`config.mk`:
```
export PLATFORM = sky130hd
export DESIGN_NAME = regwrite_queue
export DESIGN_NICKNAME = d
export VERILOG_FILES = /design/src/rtl/regwrite_queue.sv
export SDC_FILE = /design/constraint.sdc
export NUM_CORES = 1
export LEC_CHECK = 0
export ABC_AREA = 1
export BUFFER_PORTS_ARGS = -buffer_cell sky130_fd_sc_hd__buf_2
export CAP_MARGIN = 20
export CORE_UTILIZATION = 45
export CTS_CLUSTER_SIZE = 12
export DETAILED_ROUTE_END_ITERATION = 12
export PLACE_DENSITY = 0.66
export SYNTH_ARGS = -nofsm -noshare
export SYNTH_HDL_FRONTEND = slang
export SYNTH_SLANG_ARGS = --single-unit
```
`constraint.sdc`:
```
create_clock -name clk -period 10 [get_ports clk]
set_clock_uncertainty 0.15 [all_clocks]
set_input_delay 1 -clock clk [delete_from_list [all_inputs] [get_ports clk]]
set_output_delay 1 -clock clk [all_outputs]
set_load 0.05 [all_outputs]
```
`src/rtl/regwrite_queue.sv`:
```
// regwrite_queue: merges same-cycle pipeline writebacks and queued long-latency
// results onto the single register-file write port, with a per-register busy scoreboard.
module regwrite_queue #(
  parameter int XLEN        = 64,
  parameter int E_SUPPORTED = 0,
  parameter int DEPTH       = 4
) (
  input  logic                   clk,
  input  logic                   reset,
  input  logic                   PipeWE,
  input  logic [4:0]             PipeRd,
  input  logic [XLEN-1:0]        PipeResult,
  input  logic                   LongValid,
  output logic                   LongReady,
  input  logic [4:0]             LongRd,
  input  logic [XLEN-1:0]        LongResult,
  input  logic                   IssueLong,
  input  logic [4:0]             IssueRd,
  input  logic [4:0]             Rs1,
  input  logic [4:0]             Rs2,
  output logic                   Rs1Busy,
  output logic                   Rs2Busy,
  output logic                   RegWE,
  output logic [4:0]             RegAddr,
  output logic [XLEN-1:0]        RegData,
  output logic [$clog2(DEPTH):0] Count
);
  localparam int AW = $clog2(DEPTH);
  localparam int CW = AW + 1;
  logic [4:0]      rd_mem   [DEPTH];
  logic [XLEN-1:0] data_mem [DEPTH];
  logic [AW-1:0]   wp, rp;
  logic [31:0]     busy;
  logic            pipe_ok, pop, push;
  function automatic logic legal(input logic [4:0] r);
    return r != 5'd0 && !(E_SUPPORTED != 0 && r[4]);
  endfunction
  assign pipe_ok   = PipeWE && legal(PipeRd);
  assign pop       = !reset && !pipe_ok && Count != '0;
  assign LongReady = Count != CW'(DEPTH);
  // illegal destinations complete the handshake but never occupy an entry
  assign push      = !reset && LongValid && LongReady && legal(LongRd);
  assign Rs1Busy   = legal(Rs1) && busy[Rs1];
  assign Rs2Busy   = legal(Rs2) && busy[Rs2];
  always_comb begin
    RegWE   = !reset && (pipe_ok || pop);
    RegAddr = reset ? '0 : pipe_ok ? PipeRd : pop ? rd_mem[rp] : '0;
    RegData = reset ? '0 : pipe_ok ? PipeResult : pop ? data_mem[rp] : '0;
  end
  always_ff @(posedge clk or posedge reset) begin
    if (reset) begin
      wp    <= '0;
      rp    <= '0;
      Count <= '0;
      busy  <= '0;
    end else begin
      if (push) wp <= wp + 1'b1;
      if (pop) rp <= rp + 1'b1;
      Count <= Count + CW'(push) - CW'(pop);
      if (pop) busy[rd_mem[rp]] <= 1'b0;
      // a new issue to the register being drained keeps it busy
      if (IssueLong && legal(IssueRd)) busy[IssueRd] <= 1'b1;
    end
  end
  always_ff @(posedge clk) begin
    if (push) begin
      rd_mem[wp]   <= LongRd;
      data_mem[wp] <= LongResult;
    end
  end
endmodule

```
==> results.sh <==
export IMPL_timing_final_ws_setup_ns=5.22
export IMPL_p_leak_uw=0.00651
export IMPL_fillerInstances=2683
export IMPL_die_h_um=179
export IMPL_ys_ff_latch=315
export IMPL_finalHoldViolCount=0
export IMPL_synth_seq_area_share_pct=65.9
export IMPL_multi_input_area_um2=4160
export IMPL_first_pass_iters=8
export IMPL_slew_viol_final=0
export IMPL_crit_type="reg -> out"
export IMPL_ff_latch_area_um2=9270
export IMPL_num_rows=64
export IMPL_max_vdd_ir_drop_uv=221
export IMPL_cpMaxStageDelayCell="dfrtp_4"
export IMPL_cts_tree="done"
export IMPL_wl_per_cell_um=17.1
export IMPL_coreArea_um2=30700
export IMPL_grt_pass1_vias=9877
export IMPL_syn_nets=1532
export IMPL_die_w_um=179
export IMPL_ys_warnings_count=0
export IMPL_postCtsSetupRepairBufs=0
export IMPL_worstHoldPathType="reg -> reg"
export IMPL_htreeDepth=2
export IMPL_fin_crit_sh_pct=47.8
export IMPL_io_pins=234
export IMPL_cts_root_buf="clkbuf_16"
export IMPL_synth_distinct_cells=33
export IMPL_rrSetupSlack_ns=6.69
export IMPL_placed_area_um2=15500
export IMPL_detailedPlace_worstSlack_ns=5.45
export IMPL_cp_top_family="buffers and inverters"
export IMPL_cts_buffers=34
export IMPL_grt_max_degree=90
export IMPL_timing_rr_end="data_mem[0][12]"
export IMPL_hold_start="busy[5]"
export IMPL_endpoint_kind="output port"
export IMPL_fin_util_pct=53.6
export IMPL_antenna_found_initial=4
export IMPL_status="finished clean"
export IMPL_synthCells=1367
export IMPL_hold_end="busy[5]"
export IMPL_finalSetupViolCount=0
export IMPL_area_delta_synth_final_pct=16.8
export IMPL_ff2ff_path_depth=5
export IMPL_rsz0062_at_grt="no"
export IMPL_cp_num_buf_inv=3
export IMPL_hpwlAfterDp_mm=20.6
export IMPL_cts_buffer_depth=3
export IMPL_ant_nets=0
export IMPL_slew_headroom_pct=26.3
export IMPL_holdBufCountCts=0
export IMPL_crit_fanout=76
export IMPL_cpPeakStageDelay_ns=0.71
export IMPL_wl_mm=34.1
export IMPL_maxCapViolCount=0
export IMPL_syn_area_um2=14100
export IMPL_period_needed_ns=4.78
export IMPL_clock_latency_ns=0.50
export IMPL_nNetsFinal=1740
export IMPL_max_freq_mhz=209
export IMPL_finish_instance_area_um2=16400
export IMPL_grt_pass1_wl_mm=52.8
export IMPL_drtIter0Drc=685
export IMPL_cp_arrival_ns=3.63
export IMPL_worst_path_stages=7
export IMPL_cp_required_ns=8.85
export IMPL_path_cells="inv_4 > buf_4 > o21ai_0 > o22ai_1 > nand2_1 > a21oi_1 > buf_2"
export IMPL_gp_congestion=0.866
export IMPL_setup_tns_ns=0
export IMPL_holdWs_ns=0.320
export IMPL_post_cts_resized=0
export IMPL_start_kind="register"
export IMPL_r2r_start="Count[1]"
export IMPL_hold_path_cell_count=2
export IMPL_layout_common_cells="380 x nand2_1, 276 x edfxtp_1, 234 x buf_2"
export IMPL_p_per_area_nw_per_um2=261
export IMPL_drive_above_1_share_pct=20.1
export IMPL_grtUsageTotal_pct=21.6
export IMPL_synth_top_cell_area_share_pct=58.9
export IMPL_synth_area_leaders="edfxtp_1 59%, nand2_1 10%, dfrtp_1 6.9%, o21ai_0 4.1%, nor2_1 4.0%"
export IMPL_final_common_cell="nand2_1"
export IMPL_synth_area_leader_cell="edfxtp_1"
export IMPL_route_detailed_drc=0
export IMPL_clkTransAtPathRegs_ns=0.06
export IMPL_tightest_slew_ns=1.10
export IMPL_clock_sinks=315
export IMPL_start_util_pct=45.9
export IMPL_vias=10400
export IMPL_avgSynthCellArea_um2=10.3
export IMPL_vias_per_cell=5.24
export IMPL_grt_overflow_total=0
export IMPL_port_buffers=233
export IMPL_dieArea_um2=32000
stage by stage:
stage,std cells,power [uW]
after floorplan,1367,2850
after global placement,1934,3210
after detailed placement,1934,3230
after CTS,1987,4340
after global routing,1988,4580
final,1991,4300
Yosys cell counts:
library cell    n
a21oi_1        67
xor2_1          2
nor2_4          4
o21ai_1        16
a31oi_1         2
nand2_2         8
nand4_1         1
buf_6           7
clkinv_1        4
a21oi_4         1
fa_1            1
mux2i_4         1
nand2_1       380
nor2_2          7
inv_1          64
nand3_2         2
ha_1            6
dfrtp_1        39
clkbuf_1       33
xnor2_1         2
nor3_1         12
buf_4           9
nand3_1        63
o21ai_0       114
inv_2           4
edfxtp_1      276
o22ai_1        64
nand2_4         1
inv_4           1
o32ai_1         1
buf_2          25
nand3_4         1
nor2_1        149
flip-flops by register name (all words and copies together) (netlist names):
register,cells
wp,2
rd_mem,20
rp,2
data_mem,256
busy,32
Count,3
layer usage:
layer	part of all wire (%)	GRT usage [%]
met3	6.2	4.30
met4	1.6	5.33
met2	50	37.1
met1	42	27.9
met5	0.038	0
how the worst max path moves through the flow:
stage               startpoint        endpoint  slack, ns
finish                   rp[0]      RegData[1]       5.22
global route             rp[0]      RegData[1]       4.96
CTS                      rp[0]      RegData[0]       5.21
detailed placement       reset     RegData[39]       5.45
global placement         reset     RegData[41]       5.54
floorplan                reset  data_mem[0][0]       3.94
power breakdown:
group,total [uW],switching [uW],internal [uW]
Sequential,1740,104,1640
Combinational,1450,1050,401
Clock,1100,457,644
worst reg2reg max path, stage by stage (launching register included):
cell and delay, ns:
dfrtp_1 0.43, nor2_1 0.11, nand2_1 0.09, nand4_1 0.55, nor2_4 0.82, buf_4 0.74
layout make-up:
type,instances,area share (%)
Timing Repair Buffer,246,7.68
Clock inverter,6,0.168
Antenna cell,3,0.0457
Tap cell,396,3.02
Sequential cell,315,56.4
Clock buffer,47,5.67
Multi-Input combinational cell,905,25.3
Inverter,73,1.70
kinds of logic (layout without fill, tap and decap cells):
family	after synthesis	after routing	share of synthesized area, %
AND/OR/NAND/NOR	628	628	18.2
flip-flops	315	315	65.9
AO/OA/AOI/OAI	265	265	10.1
buffers and inverters	147	372	4.78
adder cells (fa/ha/maj)	7	7	0.676
XOR/XNOR	4	4	0.249
multiplexers	1	1	0.160
other	0	3	0
No activity file was read; power rests on OpenSTA's default activity.
